[config.mk]
export PLATFORM = sky130hd
export DESIGN_NAME = mul_fu_ctrl_flat
export DESIGN_NICKNAME = d
export VERILOG_FILES = /design/src/rtl/rv32i_types.sv /design/src/rtl/mul_fu_ctrl_if.sv /design/src/rtl/mul_fu_ctrl.sv /design/src/flat_wrapper.sv
export SDC_FILE = /design/constraint.sdc
export NUM_CORES = 1
export LEC_CHECK = 0
export CORE_MARGIN = 3
export CORE_UTILIZATION = 40
export DETAILED_ROUTE_END_ITERATION = 10
export PLACE_DENSITY = 0.9
export SLEW_MARGIN = 20
export SYNTH_ARGS = -nofsm -noshare
export SYNTH_HDL_FRONTEND = slang
export SYNTH_SLANG_ARGS = --single-unit
[constraint.sdc]
create_clock -name clk -period 4.2 [get_ports clk]
set_input_delay 0.84 -clock clk [delete_from_list [all_inputs] [get_ports clk]]
set_output_delay 0.84 -clock clk [all_outputs]
set_load 0.005 [all_outputs]
[src/rtl/rv32i_types.sv]
// rtl/rv32i_types.sv - shared RV32 multiply-unit types, encodings and helpers
package rv32i_types;

  localparam int RV_XLEN = 32;

  typedef enum logic [1:0] {
    MUL_FU_IDLE  = 2'd0,
    MUL_FU_BUSY  = 2'd1,
    MUL_FU_RESP  = 2'd2,
    MUL_FU_ABORT = 2'd3
  } mul_fu_state_t;

  localparam logic [1:0] MUL_TYPE_UU = 2'b00;
  localparam logic [1:0] MUL_TYPE_SS = 2'b01;
  localparam logic [1:0] MUL_TYPE_SU = 2'b10;

  localparam logic [2:0] F3_MUL    = 3'b000;
  localparam logic [2:0] F3_MULH   = 3'b001;
  localparam logic [2:0] F3_MULHSU = 3'b010;
  localparam logic [2:0] F3_MULHU  = 3'b011;

  function automatic logic [1:0] mul_funct3_to_type(input logic [2:0] funct3);
    logic [1:0] t;
    case (funct3)
      F3_MULH:   t = MUL_TYPE_SS;
      F3_MULHSU: t = MUL_TYPE_SU;
      F3_MULHU:  t = MUL_TYPE_UU;
      default:   t = MUL_TYPE_UU;
    endcase
    return t;
  endfunction

  // Only MUL wants the low half; every high-half variant shares the upper word.
  function automatic logic [RV_XLEN-1:0] mul_result_sel(input logic [2:0] funct3,
                                                        input logic [2*RV_XLEN-1:0] p);
    return (funct3 == F3_MUL) ? p[RV_XLEN-1:0] : p[2*RV_XLEN-1:RV_XLEN];
  endfunction

endpackage

[src/rtl/mul_fu_ctrl_if.sv]
// rtl/mul_fu_ctrl_if.sv - issue, multiplier and CDB signals of the multiply FU controller
interface mul_fu_ctrl_if #(
  parameter int XLEN      = 32,
  parameter int ROB_IDX_W = 5,
  parameter int PHYS_W    = 6
);
  logic                 flush;
  logic                 iss_valid;
  logic                 iss_ready;
  logic [2:0]           iss_funct3;
  logic [XLEN-1:0]      iss_rs1_v;
  logic [XLEN-1:0]      iss_rs2_v;
  logic [ROB_IDX_W-1:0] iss_rob_idx;
  logic [PHYS_W-1:0]    iss_rd_phys;
  logic                 mul_start;
  logic [1:0]           mul_type;
  logic [XLEN-1:0]      mul_a;
  logic [XLEN-1:0]      mul_b;
  logic [2*XLEN-1:0]    mul_p;
  logic                 mul_done;
  logic                 cdb_valid;
  logic                 cdb_ready;
  logic [ROB_IDX_W-1:0] cdb_rob_idx;
  logic [PHYS_W-1:0]    cdb_rd_phys;
  logic [XLEN-1:0]      cdb_data;

  modport master (
    input  flush, iss_valid, iss_funct3, iss_rs1_v, iss_rs2_v, iss_rob_idx, iss_rd_phys,
           mul_p, mul_done, cdb_ready,
    output iss_ready, mul_start, mul_type, mul_a, mul_b,
           cdb_valid, cdb_rob_idx, cdb_rd_phys, cdb_data
  );

  modport slave (
    output flush, iss_valid, iss_funct3, iss_rs1_v, iss_rs2_v, iss_rob_idx, iss_rd_phys,
           mul_p, mul_done, cdb_ready,
    input  iss_ready, mul_start, mul_type, mul_a, mul_b,
           cdb_valid, cdb_rob_idx, cdb_rd_phys, cdb_data
  );
endinterface

[src/rtl/mul_fu_ctrl.sv]
// rtl/mul_fu_ctrl.sv - multiply functional-unit controller: issue accept, multiplier start/done, CDB result
module mul_fu_ctrl
  import rv32i_types::*;
#(
  parameter int XLEN      = 32,
  parameter int ROB_IDX_W = 5,
  parameter int PHYS_W    = 6
) (
  input  logic          clk,
  input  logic          rst,
  mul_fu_ctrl_if.master bus
);

  localparam logic [1:0] S_IDLE  = MUL_FU_IDLE;
  localparam logic [1:0] S_BUSY  = MUL_FU_BUSY;
  localparam logic [1:0] S_RESP  = MUL_FU_RESP;
  localparam logic [1:0] S_ABORT = MUL_FU_ABORT;

  logic [1:0]           state;
  logic [1:0]           op_q;
  logic [1:0]           type_q;
  logic [XLEN-1:0]      a_q;
  logic [XLEN-1:0]      b_q;
  logic [ROB_IDX_W-1:0] rob_q;
  logic [PHYS_W-1:0]    rd_q;
  logic [XLEN-1:0]      data_q;

  logic       accept;
  logic [2:0] f3_eff;

  assign bus.iss_ready   = (state == S_IDLE) && !bus.flush;
  assign accept          = bus.iss_valid && bus.iss_ready;
  // Illegal funct3[2]=1 encodings collapse to plain MUL.
  assign f3_eff          = bus.iss_funct3[2] ? F3_MUL : bus.iss_funct3;

  // Multiplier inputs come straight from flops so the live product stays stable.
  assign bus.mul_start   = (state == S_BUSY);
  assign bus.mul_type    = type_q;
  assign bus.mul_a       = a_q;
  assign bus.mul_b       = b_q;

  assign bus.cdb_valid   = (state == S_RESP);
  assign bus.cdb_rob_idx = rob_q;
  assign bus.cdb_rd_phys = rd_q;
  assign bus.cdb_data    = data_q;

  always_ff @(posedge clk) begin
    if (rst) begin
      state  <= S_IDLE;
      op_q   <= '0;
      type_q <= '0;
      a_q    <= '0;
      b_q    <= '0;
      rob_q  <= '0;
      rd_q   <= '0;
      data_q <= '0;
    end else begin
      case (state)
        S_IDLE: begin
          if (accept) begin
            op_q   <= f3_eff[1:0];
            type_q <= mul_funct3_to_type(f3_eff);
            a_q    <= bus.iss_rs1_v;
            b_q    <= bus.iss_rs2_v;
            rob_q  <= bus.iss_rob_idx;
            rd_q   <= bus.iss_rd_phys;
            state  <= S_BUSY;
          end
        end
        S_BUSY: begin
          if (bus.flush) begin
            // A running multiply cannot be cancelled; drain it in ABORT.
            state <= bus.mul_done ? S_IDLE : S_ABORT;
          end else if (bus.mul_done) begin
            data_q <= mul_result_sel({1'b0, op_q}, bus.mul_p);
            state  <= S_RESP;
          end
        end
        S_RESP: begin
          if (bus.flush || bus.cdb_ready) begin
            state <= S_IDLE;
          end
        end
        S_ABORT: begin
          if (bus.mul_done) begin
            state <= S_IDLE;
          end
        end
        default: state <= S_IDLE;
      endcase
    end
  end

`ifndef SYNTHESIS
  always_ff @(posedge clk) begin
    if (!rst && accept) begin
      assert (!bus.iss_funct3[2])
        else $error("mul_fu_ctrl: illegal funct3 %b at multiply issue", bus.iss_funct3);
    end
  end
`endif

endmodule

[src/flat_wrapper.sv]
// flat-port wrapper written by rule: the top's interface ports become plain ports
module mul_fu_ctrl_flat import rv32i_types::*;
#(
  parameter int XLEN      = 32,
  parameter int ROB_IDX_W = 5,
  parameter int PHYS_W    = 6
)
  (clk, rst, bus_flush, bus_iss_valid, bus_iss_funct3, bus_iss_rs1_v, bus_iss_rs2_v, bus_iss_rob_idx, bus_iss_rd_phys, bus_mul_p, bus_mul_done, bus_cdb_ready, bus_iss_ready, bus_mul_start, bus_mul_type, bus_mul_a, bus_mul_b, bus_cdb_valid, bus_cdb_rob_idx, bus_cdb_rd_phys, bus_cdb_data);
  mul_fu_ctrl_if #(.XLEN(XLEN), .ROB_IDX_W(ROB_IDX_W), .PHYS_W(PHYS_W)) bus_i ();
  input  logic clk;
  input  logic rst;
  input wire logic [$bits(bus_i.flush)-1:0] bus_flush;
  input wire logic [$bits(bus_i.iss_valid)-1:0] bus_iss_valid;
  input wire logic [$bits(bus_i.iss_funct3)-1:0] bus_iss_funct3;
  input wire logic [$bits(bus_i.iss_rs1_v)-1:0] bus_iss_rs1_v;
  input wire logic [$bits(bus_i.iss_rs2_v)-1:0] bus_iss_rs2_v;
  input wire logic [$bits(bus_i.iss_rob_idx)-1:0] bus_iss_rob_idx;
  input wire logic [$bits(bus_i.iss_rd_phys)-1:0] bus_iss_rd_phys;
  input wire logic [$bits(bus_i.mul_p)-1:0] bus_mul_p;
  input wire logic [$bits(bus_i.mul_done)-1:0] bus_mul_done;
  input wire logic [$bits(bus_i.cdb_ready)-1:0] bus_cdb_ready;
  output wire logic [$bits(bus_i.iss_ready)-1:0] bus_iss_ready;
  output wire logic [$bits(bus_i.mul_start)-1:0] bus_mul_start;
  output wire logic [$bits(bus_i.mul_type)-1:0] bus_mul_type;
  output wire logic [$bits(bus_i.mul_a)-1:0] bus_mul_a;
  output wire logic [$bits(bus_i.mul_b)-1:0] bus_mul_b;
  output wire logic [$bits(bus_i.cdb_valid)-1:0] bus_cdb_valid;
  output wire logic [$bits(bus_i.cdb_rob_idx)-1:0] bus_cdb_rob_idx;
  output wire logic [$bits(bus_i.cdb_rd_phys)-1:0] bus_cdb_rd_phys;
  output wire logic [$bits(bus_i.cdb_data)-1:0] bus_cdb_data;
  assign bus_i.flush = bus_flush;
  assign bus_i.iss_valid = bus_iss_valid;
  assign bus_i.iss_funct3 = bus_iss_funct3;
  assign bus_i.iss_rs1_v = bus_iss_rs1_v;
  assign bus_i.iss_rs2_v = bus_iss_rs2_v;
  assign bus_i.iss_rob_idx = bus_iss_rob_idx;
  assign bus_i.iss_rd_phys = bus_iss_rd_phys;
  assign bus_i.mul_p = bus_mul_p;
  assign bus_i.mul_done = bus_mul_done;
  assign bus_i.cdb_ready = bus_cdb_ready;
  assign bus_iss_ready = bus_i.iss_ready;
  assign bus_mul_start = bus_i.mul_start;
  assign bus_mul_type = bus_i.mul_type;
  assign bus_mul_a = bus_i.mul_a;
  assign bus_mul_b = bus_i.mul_b;
  assign bus_cdb_valid = bus_i.cdb_valid;
  assign bus_cdb_rob_idx = bus_i.cdb_rob_idx;
  assign bus_cdb_rd_phys = bus_i.cdb_rd_phys;
  assign bus_cdb_data = bus_i.cdb_data;
  mul_fu_ctrl #(.XLEN(XLEN), .ROB_IDX_W(ROB_IDX_W), .PHYS_W(PHYS_W)) u_core (.clk(clk), .rst(rst), .bus(bus_i));
endmodule
-- Word level (Yosys, flattened, before mapping)
Index checks and enable logic that the tools add are counted.
- register bits: 113
- input bits: 148
- output and inout bits: 112
- word-level logic and storage cells: 37
- equal/unequal tests: 9
- muxes and demuxes: 10
- bitwise logic cells: 1
- reductions and logical operators: 9
- operator list (kind ; number):
    32-bit two-way mux ; 1
    2-bit two-way mux ; 7
    2-bit case mux with 4 select lines ; 1
    2-bit == test, second input constant ; 2
    2-bit zero test ; 2
    2-bit by 1-bit != test with 1-bit output, second input constant ; 2
    2-bit case mux with 2 select lines ; 1
    4-bit AND reduction ; 1
    3-bit by 1-bit == test with 1-bit output, second input constant ; 1
    3-bit by 2-bit == test with 1-bit output, second input constant ; 1
    3-bit != test, second input constant ; 1
    3-bit AND reduction ; 1
    2-bit by 1-bit == test with 1-bit output, second input constant ; 1
    1-bit logical AND ; 2
    2-bit != test, second input constant ; 1
    2-bit AND reduction ; 1
    1-bit zero test ; 1
    1-bit logical OR ; 1
    1-bit inverter ; 1

-- Logic depth before layout (Yosys ltp)
Gate-level depths: netlist (run 1).
- word-level depth: 5
- gate-level depth with buffers: 7
- mapped depth without buffers: 3

-- Least setup slack after synthesis (run 1)
No wires, ideal clock.
- kind: input to register
- from: in bus_flush
- to: reg u_core.type_q[1], in the netlist u_core.bus.mul_type[1]
- library setup time: 0.070 ns
- arrival: 2.060 ns
- data required time: 4.130 ns
- path slack: 2.070 ns
- stages: 4
- path buffers: 1
- cell sequence: or4b_4 > buf_6 > or4b_1 > a21oi_1
- word-level cells in the longest chain between the ends: 4
- RTL lines (what ; RTL line ; RTL):
    start, declared ; flat_wrapper.sv:12 ; input wire logic [$bits(bus_i.flush)-1:0] bus_flush;
    1-bit zero test ; mul_fu_ctrl.sv:31 ; assign bus.iss_ready = (state == S_IDLE) && !bus.flush;
    1-bit logical AND ; mul_fu_ctrl.sv:31 ;
    1-bit logical AND ; mul_fu_ctrl.sv:32 ; assign accept = bus.iss_valid && bus.iss_ready;
    2-bit AND reduction (no source line) ; n/a ;
    end signal, assigned ; mul_fu_ctrl.sv:62 ; type_q <= mul_funct3_to_type(f3_eff);
    end, declared ; mul_fu_ctrl.sv:21 ; logic [1:0] type_q;
No other way between the ends.
A chain may end at the register's enable or synchronous reset.

-- Final worst setup path (run 1)
- from: in bus_flush
- to: out bus_iss_ready
- word-level cells in the longest chain between the ends: 2
- RTL lines (what ; RTL line ; RTL):
    1-bit zero test ; mul_fu_ctrl.sv:31 ;
    1-bit logical AND ; mul_fu_ctrl.sv:31 ;
    end, declared ; flat_wrapper.sv:22 ; output wire logic [$bits(bus_i.iss_ready)-1:0] bus_iss_ready;
No other way between the ends.

==> metrics.cfg, run 1 <==
[timing]
finalSetupTns_ns = 0
rsz0062_at_grt = false
slew_viol_final = 0
post-route-period-util_pct = 71.5
tightest_slew_ns = 0.838
hold_viol_final = 0
relSlewSlack_pct = 44.1
min_period_ns = 3.00
setup-violations-final = 0
skew_ns = 0.00778
setup_ws_ns = 1.20
fmax_mhz = 333

[job]
cap_violations = 0

[global_routing]
grt_util_met3_pct = 9.85
grt_pass1_wl_um = 21400
antenna_found_initial = 0
grt-ovfl-total = 0
grt_use_met1_pct = 22.9
grt_pass1_vias = 4567
grt_usage_pct = 23.3
grt.met2_usage_pct = 42.0
top_usage_layer = met2
grt_max_degree = 114

[synthesis]
synth_warnings = 0
yosysTopAreaCellShare_pct = 53.9
syn_nets = 686
synth.area.top_cells = dfxtp_1, nand2_1, a21oi_1
synthDistinctLibCells = 19
synth_top_area_cell = dfxtp_1
synth_cells = 538
postSynthAreaPerCell_um2 = 7.80
yosysSeqAreaShare_pct = 53.9
yosys_register_bits = 113
synth_area_mm2 = 0.00420

[critical_path]
start_kind = input port
cp_cell_sequence = clkdlybuf4s50_1 > nor3_1 > clkdlybuf4s50_1
slowest_delay_ns = 0.57
slowest_stage = clkdlybuf4s50_1
crit_top_cell = clkdlybuf4s50_1
critPathBufInv = 2
required_ns = 3.36
crit_path_end_kind = primary output
path_max_fanout = 6
critPathArrivalTime_ns = 2.16
path_delay_family = buffers and inverters
crit_type = in -> out

[cts]
insertion_delay_ns = 0.51
htree_levels = 4
cts_hold_buffers = 0
clk_pin_slew_ns = 0.05
cts-buffers-inserted = 17
tritoncts = done
post_cts.repair.setup_buffers = 0
cts_resized = 0
cts_sinks = 113
clock_path_buffers = 2
cts-root-buf = clkbuf_8

[floorplanning]
rows = 36
io_pins = 260
die_area_mm2 = 0.0118
core_area_mm2 = 0.0100
start_util_pct = 42.0
die_w_um = 108
die_h_um = 108

[placed_design]
dp.cells = 887
place_hpwl_um = 10100
port_buffers = 259
pre_cts_ws_ns = 1.04
post_dp_cell_area_mm2 = 0.00683
gp_congestion = 0.780

[finish]
n_antenna_cell = 0
num-nets-final = 921
final_cells = 916
layout-drive-gt1-share_pct = 4.34
final_cell_mix = clkdlybuf4s50_1, nand2_1, dfxtp_1, a21oi_1, nor2_1
synthToLayoutAreaGrowth_pct = 75.8
design_area_mm2 = 0.00738
layout_commonest_cell = clkdlybuf4s50_1

[drt]
drc = 0
wire_per_inst_um = 15.2
via_per_inst = 5.03
drt_pass1_iterations = 5
finalWirelength_um = 14000
antenna_left = 0
vias = 4603
drtIter0Drc = 331

[pwr]
max-vdd-ir-drop_mv = 0.215
power_density_mw_per_mm2 = 385
p_leak_nw = 2.64

[outcome]
status = finished, final reports clean

[min_path]
hold_path.class = reg -> reg

==> cells in the mapped netlist <==
cell      instances
a21oi_1          82
a311oi_1         32
buf_1             7
buf_2             2
buf_6             2
clkbuf_1         34
dfxtp_1         113
inv_1             1
nand2_1         218
nand3b_1          2
nor2_1           35
nor2b_1           2
nor3_1            1
nor4b_2           1
nor4bb_1          1
o211ai_1          1
or2_2             1
or4b_1            2
or4b_4            1
==> registers in the layout, indices dropped and copies added, names as in the netlist <==
name	count
u_core.bus.cdb_data	32
u_core.bus.mul_a	32
u_core.bus.mul_b	32
u_core.bus.cdb_rd_phys	6
u_core.bus.cdb_rob_idx	5
u_core.bus.mul_type	2
u_core.op_q	2
u_core.state	2
==> power breakdown <==
part           leakage [nW]  internal [W]  switching, W
combinational          1.45      0.000233      0.000146
clock                 0.270      0.000875      0.000442
sequential            0.920       0.00112     0.0000253
==> kinds of logic (layout without fill, tap and decap cells) <==
| kind of cell | after synthesis | count (layout) | share of synthesized area, % |
|---|---|---|---|
| flip-flops | 113 | 113 | 53.9 |
| AO/OA/AOI/OAI | 115 | 115 | 16.6 |
| buffers and inverters | 46 | 291 | 4.53 |
| AND/OR/NAND/NOR | 264 | 264 | 24.9 |
==> through the flow <==
| step | total power, W | utilization [%] | hold WS [ns] |
|---|---|---|---|
| 3_3_place_gp | 0.00153 | 68.2 | 0.442 |
| 6_report | 0.00284 | 73.8 | 0.450 |
| 5_1_grt | 0.00295 | 73.8 | 0.466 |
| 2_1_floorplan | 0.00129 | - | 0.444 |
| 4_1_cts | 0.00287 | 73.8 | 0.453 |
| 3_5_place_dp | 0.00154 | 68.3 | 0.446 |
==> final timing paths <==
kind                                from                      to  slack [ns]  cells past startpoint
setup / recovery               bus_flush           bus_iss_ready        1.20                      3
hold / removal    u_core.bus.mul_type[0]  u_core.bus.mul_type[0]        0.45                      2
setup reg to reg         u_core.state[1]  u_core.bus.mul_type[1]        1.99                      3
hold reg to reg   u_core.bus.mul_type[0]  u_core.bus.mul_type[0]        0.45                      2
==> per-layer routing <==
| layer | share of wire, % | up-vias | routed length [um] |
|---|---|---|---|
| met2 | 51 | 234 | 7070 |
| met3 | 10 | 41 | 1460 |
| met5 | 0 | - | 0 |
| met4 | 3.3 | 0 | 467 |
| met1 | 36 | 2080 | 4960 |
| li1 | - | 2248 | - |
==> worst register-to-register path, delay by kind of cell, from the launching register on <==
family / cells / cell delay [ns]
AND/OR/NAND/NOR: 2 / 1.59
flip-flops: 1 / 0.41
AO/OA/AOI/OAI: 1 / 0.14
==> final cells by class <==
class,count,area (um^2)
clock buffers,23,467
clock inverters,6,82.6
fillers,712,2620
inverters,1,3.75
multi-input cells,379,1780
flip-flops and latches,113,2260
well taps,133,166
repair buffers,261,2620
(Power assumes the default switching activity.)
==> run 2: changes to the inputs <==
Settings changed: CORE_UTILIZATION 40 to 33, PLACE_DENSITY 0.9 to 0.8.
Clock period 4.2 ns to 2.4 ns, I/O delays scaled along.
==> run 2 against run 1 <==
  * Clock-buffer cell count down 3
  * Global-route usage down 4.4 points
  * Clock power up 88%
  * Worst hold slack worse by 0.00054 ns
  * Flip-flop and latch count unchanged
  * Largest cell class unchanged
==> metrics.cfg, run 2 (synthesized netlist as in run 1, its figures left out) <==
[cts]
clock_path_buffers = 2
cts_hold_buffers = 0
insertion_delay_ns = 0.41
cts-root-buf = clkbuf_16
clk_pin_slew_ns = 0.05
cts_sinks = 113
cts-buffers-inserted = 17
tritoncts = done
post_cts.repair.setup_buffers = 0
htree_levels = 4
cts_resized = 0

[critical_path]
r2r_slack_ns = 0.69
required_ns = 1.92
r2r-end = u_core.bus.mul_type[1]
cp_cell_sequence = clkdlybuf4s50_1 > buf_4 > nor3_1 > clkdlybuf4s50_1
crit_type = in -> out
crit_top_cell = clkdlybuf4s50_1
setup.worst_path.start = bus_flush
path_max_fanout = 4
r2r-start = u_core.state[1]
critPathCapture = bus_iss_ready
start_kind = input port
slowest_delay_ns = 0.53
crit_path_end_kind = primary output
critPathArrivalTime_ns = 1.80
slowest_stage = clkdlybuf4s50_1
ff2ff_path_depth = 3

[finish]
finish.utilization_pct = 61.8
synthToLayoutAreaGrowth_pct = 79.6
layout-drive-gt1-share_pct = 5.56
num-nets-final = 928
final_cell_mix = clkdlybuf4s50_1, nand2_1, dfxtp_1, a21oi_1, nor2_1
final_cells = 960
layout_commonest_cell = clkdlybuf4s50_1
n_fill_cell = 1108
n_antenna_cell = 0

[timing]
finalSetupTns_ns = 0
rsz0062_at_grt = false
post-route-period-util_pct = 95.0
tightest_slew_ns = 0.621
setup-violations-final = 0
relSlewSlack_pct = 58.6
setup_ws_ns = 0.119
skew_ns = 0.00734
hold_viol_final = 0
fmax_mhz = 438
min_period_ns = 2.28
slew_viol_final = 0

[floorplanning]
die_w_um = 119
die_h_um = 119
core_area_mm2 = 0.0122
die_area_mm2 = 0.0141
io_pins = 260
rows = 40
start_util_pct = 34.4

[global_routing]
grt_pass1_wl_um = 21200
grt_max_degree = 114
grt_usage_pct = 18.9
grt_pass1_vias = 4249
antenna_found_initial = 0
grt-ovfl-total = 0

[pwr]
sw_frac_of_total_pct = 21.9
intPower_w = 0.00402
max-vdd-ir-drop_mv = 0.369
switchingPower_w = 0.00113
power_density_mw_per_mm2 = 683
power_w = 0.00515
pwr-share-comb_pct = 13.1
p_leak_nw = 2.70
seqPwrFrac_pct = 38.8
clockPowerShare_pct = 48.1

[drt]
drc = 0
drt_pass1_iterations = 6
vias = 4447
finalWirelength_um = 13500
via_per_inst = 4.63
wire_per_inst_um = 14.0
drtIter0Drc = 266
antenna_left = 0

[min_path]
hold_depth = 2
hold_path.class = reg -> reg

[job]
cap_violations = 0

[placed_design]
port_buffers = 259
place_hpwl_um = 9350
dp.cells = 929
pre_cts_ws_ns = 0.110
gp_congestion = 0.772

[outcome]
status = finished, final reports clean

-- run 2: cell count changes in the layout (fill, tap and decap cells not counted), sizes merged --
cell / before / now
buf: 3 / 10
bufinv: 2 / 3
clkbuf: 23 / 20
clkinv: 3 / 6
clkinvlp: 1 / 2
-- run 2: layout make-up --
type | instances | area (um^2) | share of cell area [%]
Clock inverter | 11 | 139 | 1.84
Inverter | 1 | 3.75 | 0.0498
Clock buffer | 20 | 447 | 5.92
Tap cell | 168 | 210 | 2.79
Multi-Input combinational cell | 379 | 1770 | 23.5
Sequential cell | 113 | 2260 | 30.0
Timing Repair Buffer | 268 | 2710 | 35.9
-- run 2: stage by stage --
stage                     cell area (um^2)  hold WS [ns]
after detailed placement              6960         0.446
final                                 7540         0.450
after CTS                             7540         0.453
after global routing                  7540         0.473
after floorplan                       4200         0.444
after global placement                6960         0.441
-- run 2: critical path: cells and delay by family --
kind / cells / cell delay [ns]
buffers and inverters: 3 / 1.17
and+or+nand+nor: 1 / 0.14
-- run 2: worst min path at each step --
stage                                   start                   endpoint  slack (ns)
floorplan                      u_core.op_q[0]             u_core.op_q[0]        0.44
detailed placement       u_core.bus.mul_b[12]       u_core.bus.mul_b[12]        0.45
global route        u_core.bus.cdb_rob_idx[2]  u_core.bus.cdb_rob_idx[2]        0.47
global placement    u_core.bus.cdb_rd_phys[0]  u_core.bus.cdb_rd_phys[0]        0.44
finish              u_core.bus.cdb_rd_phys[0]  u_core.bus.cdb_rd_phys[0]        0.45
CTS                 u_core.bus.cdb_rob_idx[3]  u_core.bus.cdb_rob_idx[3]        0.45
-- run 2: layer usage --
metal / global-route usage, % / part of all wire, % / vias up
li1: - / - / 2264
met1: 20.7 / 40 / 1959
met2: 31.2 / 48 / 194
met3: 8.18 / 8.9 / 30
met4: 9.63 / 3.4 / 0
met5: 0 / 0 / -
-- run 2: power by group through the flow --
stage | clock [W] | combinational [W] | sequential, W
after floorplan | 0 | 0.000212 | 0.00204
after global placement | 0 | 0.000673 | 0.00203
after detailed placement | 0 | 0.000676 | 0.00204
after CTS | 0.00254 | 0.000680 | 0.00200
after global routing | 0.00263 | 0.000730 | 0.00201
final | 0.00248 | 0.000672 | 0.00200
